===== src/rtl/fifo_pkg.sv =====
// Shared constants and helpers for the synchronous FIFO.
// Read-mode selectors and the occupancy counter width.
package fifo_pkg;

    localparam int FWFT_MODE = 1;
    localparam int REG_MODE  = 0;

    // One extra bit so a full FIFO (count == DEPTH) is representable.
    function automatic int cnt_width(input int aw);
        return aw + 1;
    endfunction

endpackage


===== src/rtl/sync_fifo_if.sv =====
// Write/read handshake and status bundle of the synchronous FIFO.
// The producer/consumer side is master, the FIFO is slave.
interface sync_fifo_if #(
    parameter int DATA_WIDTH = 8,
    parameter int ADDR_WIDTH = 3
);
    logic                  wr;
    logic [DATA_WIDTH-1:0] w_data;
    logic                  rd;
    logic [DATA_WIDTH-1:0] r_data;
    logic                  empty;
    logic                  full;
    logic                  almost_empty;
    logic                  almost_full;
    logic [ADDR_WIDTH:0]   count;
    logic                  overflow;
    logic                  underflow;

    modport master (
        output wr, w_data, rd,
        input  r_data, empty, full, almost_empty, almost_full,
        input  count, overflow, underflow
    );

    modport slave (
        input  wr, w_data, rd,
        output r_data, empty, full, almost_empty, almost_full,
        output count, overflow, underflow
    );
endinterface


===== src/rtl/fifo_ctrl.sv =====
// Pointer, occupancy and flag control for the synchronous FIFO.
// Full-depth capacity via wrapping pointers one bit wider than the address.
module fifo_ctrl
    import fifo_pkg::*;
#(
    parameter int ADDR_WIDTH = 3,
    parameter int AF_TH      = (1 << ADDR_WIDTH) - 2,
    parameter int AE_TH      = 1,
    localparam int CW        = cnt_width(ADDR_WIDTH)
) (
    input  logic                  clk_i,
    input  logic                  rst_ni,
    input  logic                  clear_i,
    input  logic                  wr_i,
    input  logic                  rd_i,
    output logic                  wr_en_o,
    output logic                  rd_en_o,
    output logic [ADDR_WIDTH-1:0] w_addr_o,
    output logic [ADDR_WIDTH-1:0] r_addr_o,
    output logic [CW-1:0]         count_o,
    output logic                  empty_o,
    output logic                  full_o,
    output logic                  almost_empty_o,
    output logic                  almost_full_o,
    output logic                  overflow_o,
    output logic                  underflow_o
);

    localparam int DEPTH = 1 << ADDR_WIDTH;
    localparam logic [CW-1:0] DEPTH_C = CW'(DEPTH);
    localparam logic [CW-1:0] AF_C    = CW'(AF_TH);
    localparam logic [CW-1:0] AE_C    = CW'(AE_TH);
    localparam logic [CW-1:0] ONE     = CW'(1);

    if (!(AE_TH < AF_TH && AF_TH <= DEPTH)) begin : g_bad_th
        $error("fifo_ctrl: need AE_TH < AF_TH <= DEPTH");
    end

    logic [CW-1:0] w_ptr_q, w_ptr_d;
    logic [CW-1:0] r_ptr_q, r_ptr_d;
    logic [CW-1:0] count_q, count_d;
    logic          ovf_q, ovf_d;
    logic          udf_q, udf_d;
    logic          wr_ok, rd_ok;

    assign empty_o = (count_q == '0);
    assign full_o  = (count_q == DEPTH_C);

    // A read while full frees the slot the simultaneous write lands in.
    assign rd_ok = rd_i && !empty_o;
    assign wr_ok = wr_i && (!full_o || rd_i);

    always_comb begin
        w_ptr_d = w_ptr_q;
        r_ptr_d = r_ptr_q;
        count_d = count_q;
        ovf_d   = ovf_q;
        udf_d   = udf_q;
        if (clear_i) begin
            w_ptr_d = '0;
            r_ptr_d = '0;
            count_d = '0;
            ovf_d   = 1'b0;
            udf_d   = 1'b0;
        end else begin
            if (wr_ok) w_ptr_d = w_ptr_q + ONE;
            if (rd_ok) r_ptr_d = r_ptr_q + ONE;
            unique case ({wr_ok, rd_ok})
                2'b10:   count_d = count_q + ONE;
                2'b01:   count_d = count_q - ONE;
                default: count_d = count_q;
            endcase
            ovf_d = ovf_q | (wr_i & ~wr_ok);
            udf_d = udf_q | (rd_i & ~rd_ok);
        end
    end

    always_ff @(posedge clk_i) begin
        if (!rst_ni) begin
            w_ptr_q <= '0;
            r_ptr_q <= '0;
            count_q <= '0;
            ovf_q   <= 1'b0;
            udf_q   <= 1'b0;
        end else begin
            w_ptr_q <= w_ptr_d;
            r_ptr_q <= r_ptr_d;
            count_q <= count_d;
            ovf_q   <= ovf_d;
            udf_q   <= udf_d;
        end
    end

    assign wr_en_o        = rst_ni && !clear_i && wr_ok;
    assign rd_en_o        = rst_ni && !clear_i && rd_ok;
    assign w_addr_o       = w_ptr_q[ADDR_WIDTH-1:0];
    assign r_addr_o       = r_ptr_q[ADDR_WIDTH-1:0];
    assign count_o        = count_q;
    assign almost_full_o  = (count_q >= AF_C);
    assign almost_empty_o = (count_q <= AE_C);
    assign overflow_o     = ovf_q;
    assign underflow_o    = udf_q;

endmodule


===== src/rtl/sync_fifo.sv =====
// Single-clock FIFO: storage array and read-data path.
// FWFT mode shows the head word combinationally; REG mode registers it on pop.
module sync_fifo
    import fifo_pkg::*;
#(
    parameter int DATA_WIDTH = 8,
    parameter int ADDR_WIDTH = 3,
    parameter int AF_TH      = (1 << ADDR_WIDTH) - 2,
    parameter int AE_TH      = 1,
    parameter int FWFT       = FWFT_MODE
) (
    input  logic        clk,
    input  logic        reset_n,
    input  logic        clear,
    sync_fifo_if.slave  f
);

    localparam int DEPTH = 1 << ADDR_WIDTH;

    if (FWFT != FWFT_MODE && FWFT != REG_MODE) begin : g_bad_mode
        $error("sync_fifo: FWFT must be 0 or 1");
    end

    logic [DATA_WIDTH-1:0] mem_q [DEPTH];
    logic [DATA_WIDTH-1:0] r_data_q;
    logic [ADDR_WIDTH-1:0] w_addr, r_addr;
    logic                  wr_en, rd_en;

    fifo_ctrl #(
        .ADDR_WIDTH (ADDR_WIDTH),
        .AF_TH      (AF_TH),
        .AE_TH      (AE_TH)
    ) u_ctrl (
        .clk_i          (clk),
        .rst_ni         (reset_n),
        .clear_i        (clear),
        .wr_i           (f.wr),
        .rd_i           (f.rd),
        .wr_en_o        (wr_en),
        .rd_en_o        (rd_en),
        .w_addr_o       (w_addr),
        .r_addr_o       (r_addr),
        .count_o        (f.count),
        .empty_o        (f.empty),
        .full_o         (f.full),
        .almost_empty_o (f.almost_empty),
        .almost_full_o  (f.almost_full),
        .overflow_o     (f.overflow),
        .underflow_o    (f.underflow)
    );

    // Storage is never reset; dropping the pointers discards its contents.
    always_ff @(posedge clk) begin
        if (wr_en) mem_q[w_addr] <= f.w_data;
    end

    always_ff @(posedge clk) begin
        if (!reset_n)   r_data_q <= '0;
        else if (rd_en) r_data_q <= mem_q[r_addr];
    end

    assign f.r_data = (FWFT == FWFT_MODE) ? mem_q[r_addr] : r_data_q;

endmodule


===== src/flat_wrapper.sv =====
// flat-port wrapper written by rule: the top's interface ports become plain ports
module sync_fifo_flat import fifo_pkg::*;
#(
    parameter int DATA_WIDTH = 8,
    parameter int ADDR_WIDTH = 3,
    parameter int AF_TH      = (1 << ADDR_WIDTH) - 2,
    parameter int AE_TH      = 1,
    parameter int FWFT       = FWFT_MODE
)
  (clk, reset_n, clear, f_wr, f_w_data, f_rd, f_r_data, f_empty, f_full, f_almost_empty, f_almost_full, f_count, f_overflow, f_underflow);
  sync_fifo_if #(.DATA_WIDTH(DATA_WIDTH), .ADDR_WIDTH(ADDR_WIDTH)) f_i ();
  input  logic clk;
  input  logic reset_n;
  input  logic clear;
  input wire logic [$bits(f_i.wr)-1:0] f_wr;
  input wire logic [$bits(f_i.w_data)-1:0] f_w_data;
  input wire logic [$bits(f_i.rd)-1:0] f_rd;
  output wire logic [$bits(f_i.r_data)-1:0] f_r_data;
  output wire logic [$bits(f_i.empty)-1:0] f_empty;
  output wire logic [$bits(f_i.full)-1:0] f_full;
  output wire logic [$bits(f_i.almost_empty)-1:0] f_almost_empty;
  output wire logic [$bits(f_i.almost_full)-1:0] f_almost_full;
  output wire logic [$bits(f_i.count)-1:0] f_count;
  output wire logic [$bits(f_i.overflow)-1:0] f_overflow;
  output wire logic [$bits(f_i.underflow)-1:0] f_underflow;
  assign f_i.wr = f_wr;
  assign f_i.w_data = f_w_data;
  assign f_i.rd = f_rd;
  assign f_r_data = f_i.r_data;
  assign f_empty = f_i.empty;
  assign f_full = f_i.full;
  assign f_almost_empty = f_i.almost_empty;
  assign f_almost_full = f_i.almost_full;
  assign f_count = f_i.count;
  assign f_overflow = f_i.overflow;
  assign f_underflow = f_i.underflow;
  sync_fifo #(.DATA_WIDTH(DATA_WIDTH), .ADDR_WIDTH(ADDR_WIDTH), .AF_TH(AF_TH), .AE_TH(AE_TH), .FWFT(FWFT)) u_core (.clk(clk), .reset_n(reset_n), .clear(clear), .f(f_i));
endmodule

===== config.mk =====
export PLATFORM = sky130hd
export DESIGN_NAME = sync_fifo_flat
export DESIGN_NICKNAME = d
export VERILOG_FILES = /design/src/rtl/fifo_pkg.sv /design/src/rtl/sync_fifo_if.sv /design/src/rtl/fifo_ctrl.sv /design/src/rtl/sync_fifo.sv /design/src/flat_wrapper.sv
export SDC_FILE = /design/constraint.sdc
export NUM_CORES = 1
export LEC_CHECK = 0
export CELL_PAD_IN_SITES_DETAIL_PLACEMENT = 1
export CELL_PAD_IN_SITES_GLOBAL_PLACEMENT = 2
export CORE_UTILIZATION = 44
export CTS_BUF_LIST = sky130_fd_sc_hd__clkbuf_2 sky130_fd_sc_hd__clkbuf_4 sky130_fd_sc_hd__clkbuf_8
export CTS_CLUSTER_SIZE = 28
export DETAILED_ROUTE_END_ITERATION = 10
export GPL_ROUTABILITY_DRIVEN = 1
export PLACE_DENSITY = 0.87
export SLEW_MARGIN = 20
export SYNTH_ARGS = -nofsm -noshare
export SYNTH_HDL_FRONTEND = slang
export SYNTH_SLANG_ARGS = --single-unit

===== constraint.sdc =====
create_clock -name clk -period 3.5 [get_ports clk]
set_input_delay 0.35 -clock clk [delete_from_list [all_inputs] [get_ports clk]]
set_output_delay 0.35 -clock clk [all_outputs]
set_load 0.01 [all_outputs]

==> results of run 1 <==
==> worst max-delay path, stage by stage, from the launching register on <==
cell             delay (ns)
dfxtp_1                0.85
mux4_2                 0.42
mux2_2                 0.28
clkdlybuf4s50_1        0.50
==> power by group through the flow <==
stage / clock, W / combinational [W] / sequential (W)
floorplan: 0 / 0.0000607 / 0.00105
global placement: 0 / 0.000118 / 0.00105
detailed placement: 0 / 0.000121 / 0.00105
CTS: 0.000702 / 0.000121 / 0.00103
global route: 0.000741 / 0.000131 / 0.00103
finish: 0.000686 / 0.000119 / 0.00103
==> Yosys cell counts (all sizes together), types with 2 or more instances <==
cell | number | share of area, %
edfxtp | 64 | 60
nor3 | 3 | 0.47
nand3b | 2 | 0.47
dfxtp | 15 | 9.3
inv | 5 | 0.58
o21ai | 7 | 1.1
a21oi | 10 | 1.6
mux2i | 2 | 0.62
or3 | 4 | 0.78
mux4 | 16 | 11
nand2b | 2 | 0.39
xor2 | 2 | 0.54
nor2 | 10 | 1.2
nand3 | 2 | 0.31
buf | 6 | 1.3
clkbuf | 3 | 0.35
nand2 | 5 | 0.58
ha | 8 | 3.1
mux2 | 8 | 2.8
nor4 | 2 | 0.39
==> per-layer routing <==
layer	vias up	routed length [um]	track usage, %
li1	815	-	-
met1	850	2790	24.3
met2	31	3230	31.3
met3	7	239	3.96
met4	0	90	7.15
met5	-	0	0
==> cells in the final DEF, fill, tap and decap left out, drive strengths merged, types with 3 or more instances in the layout <==
master         instances
ha                     8
o21ai                  7
clkinv                 3
a21oi                 10
or3                    4
dfxtp                 15
clkdlybuf4s50         30
buf                    8
inv                    7
clkbuf                 9
mux2                   8
nor3                   3
mux4                  16
nand2                  5
edfxtp                64
nor2                  10
==> stage by stage <==
step                utilization [%]  cell area (um2)  worst slack (ns)  hold WS, ns  cells
floorplan                         -             3220             0.856        0.449    187
global placement               52.6             3650             0.761        0.453    312
detailed placement             52.6             3650             0.677        0.462    312
CTS                            55.5             3850             0.721        0.486    328
global route                   55.6             3860             0.682        0.509    328
finish                         55.6             3860             0.766        0.479    328
==> area by class of cell <==
cell class / instances / area [um2]
multi-input cells: 94 / 935
flip-flops and latches: 79 / 2220
repair buffers: 38 / 360
clock buffers: 9 / 124
clock inverters: 7 / 80.1
well taps: 96 / 120
fillers: 652 / 3080
inverters: 5 / 18.8
==> sequential cells by signal (all words and copies together), names as in the netlist, named ones only <==
name                       cells
u_core.mem_q                  64
u_core.u_ctrl.count_o          4
u_core.u_ctrl.r_ptr_q          3
u_core.u_ctrl.w_ptr_q          3
u_core.u_ctrl.overflow_o       1
u_core.u_ctrl.underflow_o      1
==> worst max path at each step <==
stage / start / end / slack, ns
after floorplan: u_core.u_ctrl.count_o[0] / u_core.mem_q[0][0] / 0.86
after global placement: f_rd / u_core.u_ctrl.count_o[3] / 0.76
after detailed placement: f_rd / u_core.mem_q[1][1] / 0.68
after CTS: u_core.u_ctrl.count_o[0] / u_core.mem_q[1][3] / 0.72
after global routing: flop / f_r_data[2] / 0.68
final: flop / f_r_data[0] / 0.77
==> kinds of logic after synthesis <==
logic type / count (synthesis)
simple gates: 38
flops: 79
buf+inv: 14
mux: 26
xor+xnor: 2
compound gates: 20
fa+ha+maj: 8
==> flow_summary.ini, run 1 <==
[status]
status = completed

[critical_path]
regToRegEndpoint = u_core.u_ctrl.count_o[3]
worstSetupPathType = flop to output pin
r2r_cells = 8
ff2ff_setup_slack_ns = 0.86
critPathRequiredTime_ns = 3.15
cp-start-kind = flop
cp-end-kind = output pin
critPathArrivalTime_ns = 2.38
path_max_fanout = 16
r2r_start = u_core.u_ctrl.count_o[1]

[synth]
synth_area_um2 = 3220
synth_xor_area_share_pct = 0.543
ys_seq_area_share_pct = 68.9
synth-seq-cells = 79
yosys_warnings = 0
postSynthCellCount = 187
ys_types = 34
muxShareOfSynthArea_pct = 14.6
synth-simple-area-share_pct = 7.10
async_flop_share_pct = 0
synth-compound-area-share_pct = 3.45
avgSynthCellArea_um2 = 17.2
syn_nets = 208
synth_fa_ha_area_share_pct = 3.11
synth-edff-count = 64
synth_top_family_by_area = multiplexers
ys.flop_type = edfxtp_1

[floorplan]
die_w_um = 87.6
ioPinCount = 31
initial_core_util_pct = 46.4
core_um2 = 6940
rows = 30
die_height_um = 87.6
die_area_um2 = 7670

[placement]
routabilityCongestion = 0.750
place_hpwl_mm = 4.31
io_buffer_count = 30

[power_and_ir_drop]
p_int_w = 0.00142
switching_power_w = 0.000413
peakVddDrop_mv = 0.207
power_density_nw_per_um2 = 475
power_leakage_nw = 1.25
comb_power_share_pct = 6.5
p_sw_share_pct = 22.5
p_clk_share_pct = 37.4
total_power_w = 0.00183
seq_power_share_pct = 56.1

[clock_network]
cts_tree = built
cts_setup_buffers = 0
cts_root_buf = clkbuf_8
cts_hold_repair.buffers = 0
clk_path_buf_depth = 2
htreeDepth = 3
cts_buffers = 9
clk_latency_ns = 0.35
cts.sinks = 79
cts.repair.resized = 0
path_clk_slew_ns = 0.08

[route]
drtIter0Drc = 103
vias_per_cell = 5.19
via_count = 1703
drc = 0
drt_wl_total_mm = 6.35
drt_first_pass_iters = 4
wire_per_inst_um = 19.4
antenna_left = 0

[sta]
tightest_slew_ns = 0.829
finalMaxSlewViolations = 0
slew_headroom_pct = 44.6
rsz0062_at_grt = false
fin_crit_sh_pct = 78.1
hold_violations = 0
final.setup.tns_ns = 0
fin_worst_skew_ns = 0.00964
finalCriticalPeriod_ns = 2.73
setup_viol = 0
max_freq_mhz = 366

[grt]
antenna_found_initial = 0
track_usage_pct = 18.8
overflow = 0
grt_pass1_vias = 1864
grt_pass1_wl_mm = 10.1
grt_max_degree = 17

[cells_and_area]
final_nets = 248
drive_above_1_share_pct = 22.8
area_growth_pct = 19.8
diodes = 0

[min_path]
hold_start = u_core.u_ctrl.underflow_o
hold_depth = 2
whs_endpoint = u_core.u_ctrl.underflow_o
hold_path.class = flop to flop

[run]
cap_violations = 0
No activity file was read; power rests on OpenSTA's default activity.
==> run 2: changes to the inputs <==
Settings changed: CORE_UTILIZATION 44 to 39, PLACE_DENSITY 0.87 to 0.82.
Clock period 3.5 ns to 2.4 ns, I/O delays scaled along.
==> run 2 against run 1 <==
  * Worst setup slack got worse by 0.65 ns
  * Non-clock buffer count rose by 13
  * Register-to-register slack got worse by 0.75 ns
  * Combinational power up 64%
  * Via count is 2.9% higher
  * Largest cell class unchanged
  * Die area is 13% higher
  * Critical path depth grew 5
  * Cell count is 5.8% higher
  * First-iteration DRC count is 44% lower
  * Clock skew up 0.0024 ns
==> flow_summary.ini, run 2 (synthesis gave the netlist of run 1 again) <==
[sta]
slew_headroom_pct = 35.0
max_freq_mhz = 437
hold_violations = 0
setup_viol = 0
finalMaxSlewViolations = 0
final.setup.tns_ns = 0
rsz0062_at_grt = false
fin_crit_sh_pct = 95.3
fin_worst_skew_ns = 0.0121
finalCriticalPeriod_ns = 2.29
tightest_slew_ns = 0.971
setup_slack_ns = 0.113

[floorplan]
die_area_um2 = 8630
die_w_um = 92.9
die_height_um = 92.9
core_um2 = 7850
ioPinCount = 31
rows = 32
initial_core_util_pct = 41.1

[placement]
pre_cts_ws_ns = -0.106
io_buffer_count = 30
place_hpwl_mm = 4.23
routabilityCongestion = 0.771
postPlaceCellArea_um2 = 3780
dp.cells = 331

[critical_path]
worstSetupPathType = flop to flop
r2r_cells = 8
r2r_start = u_core.u_ctrl.count_o[1]
path_max_fanout = 4
critPathRequiredTime_ns = 2.70
startpoint = u_core.u_ctrl.count_o[1]
cp-start-kind = flop
critPathArrivalTime_ns = 2.58
cp-end-kind = flop

[power_and_ir_drop]
p_clk_share_pct = 38.0
p_int_w = 0.00210
p_sw_share_pct = 23.2
comb_power_share_pct = 7.2
switching_power_w = 0.000633
peakVddDrop_mv = 0.256
seq_power_share_pct = 54.8
power_leakage_nw = 1.33
power_density_nw_per_um2 = 684

[grt]
grt_max_degree = 17
grt_pass1_vias = 1847
overflow = 0
track_usage_pct = 16.4
grt_pass1_wl_mm = 10.1
antenna_found_initial = 0

[clock_network]
cts_buffers = 9
cts_root_buf = clkbuf_8
cts_tree = built
clk_latency_ns = 0.35
htreeDepth = 3
path_clk_slew_ns = 0.09
cts_setup_buffers = 0
cts.sinks = 79
cts_hold_repair.buffers = 0
clk_path_buf_depth = 2

[min_path]
hold_path.class = flop to flop
hold_depth = 2
hold_start = u_core.u_ctrl.overflow_o

[cells_and_area]
final_cell_mix = edfxtp_1, clkdlybuf4s50_1, buf_4, mux4_2, dfxtp_1
top_register = u_core.mem_q
fin_util_pct = 50.9
stdcell_count = 347
layout_commonest_cell = edfxtp_1
final_area_um2 = 3990
diodes = 0
area_growth_pct = 23.8
drive_above_1_share_pct = 30.6
largest_reg_flops = 64
fillerInstances = 784
final_nets = 261

[run]
cap_violations = 0

[route]
drt_first_pass_iters = 4
wire_per_inst_um = 18.4
drt_wl_total_mm = 6.40
drtIter0Drc = 58
antenna_left = 0
drc = 0
vias_per_cell = 5.05
via_count = 1752

[status]
status = completed
-- run 2: changes by cell type in the layout (fill, tap and decap cells not counted), sizes merged --
cell and delta:
dlygate4sd2 +8, inv +2, clkdlybuf4s50 -8, buf +13, clkinv -2
-- run 2: layout make-up --
type | count | area [um2] | area share (%)
multi-input cells | 94 | 950 | 23.8
repair buffers | 51 | 460 | 11.5
clock buffers | 9 | 124 | 3.10
well taps | 102 | 128 | 3.20
inverters | 5 | 18.8 | 0.470
flip-flops and latches | 79 | 2220 | 55.7
clock inverters | 7 | 86.3 | 2.16
-- run 2: repair_timing --
item                       CTS  global route
gates resized for setup      9             4
setup endpoints to repair    9             1
pin swaps                    1             1
hold endpoints to repair     0             0
-- run 2: worst max-delay path, stage by stage, from the launching register on --
cell	delay [ns]
dfxtp_2	0.33
inv_2	0.08
ha_2	0.17
or4bb_4	0.46
nand2_2	0.10
ha_2	0.18
or4b_4	0.46
a2111o_1	0.39
o21ai_2	0.06
-- run 2: routing by layer --
| layer | global-route usage [%] | routed length [um] | up-vias |
|---|---|---|---|
| met3 | 3.69 | 218 | 6 |
| met2 | 26.3 | 3100 | 32 |
| met1 | 21.6 | 2990 | 873 |
| met4 | 6.54 | 87 | 0 |
| met5 | 0 | 0 | - |
| li1 | - | - | 841 |
-- run 2: worst paths after layout --
kind | slack, ns | endpoint
setup / recovery | 0.11 | u_core.u_ctrl.count_o[3]
hold / removal | 0.48 | u_core.u_ctrl.overflow_o
setup reg to reg | 0.11 | u_core.u_ctrl.count_o[3]
hold reg to reg | 0.48 | u_core.u_ctrl.overflow_o
-- run 2: through the flow --
stage,total power [W],hold slack (ns)
floorplan,0.00162,0.339
global placement,0.00172,0.450
detailed placement,0.00173,0.462
CTS,0.00275,0.484
global route,0.00283,0.520
finish,0.00273,0.482
-- run 2: power by group through the flow --
stage                     sequential, W  combinational, W  clock, W
after floorplan                 0.00153         0.0000901         0
after global placement          0.00153          0.000195         0
after detailed placement        0.00153          0.000200         0
after CTS                       0.00150          0.000197   0.00106
after global routing            0.00150          0.000215   0.00112
final                           0.00150          0.000195   0.00104
==> run 3: changes to the inputs <==
Settings changed: CTS_CLUSTER_DIAMETER set to 100.
==> results of run 3 <==
No change in the layout: final DEF, timing and power equal those of run 2.
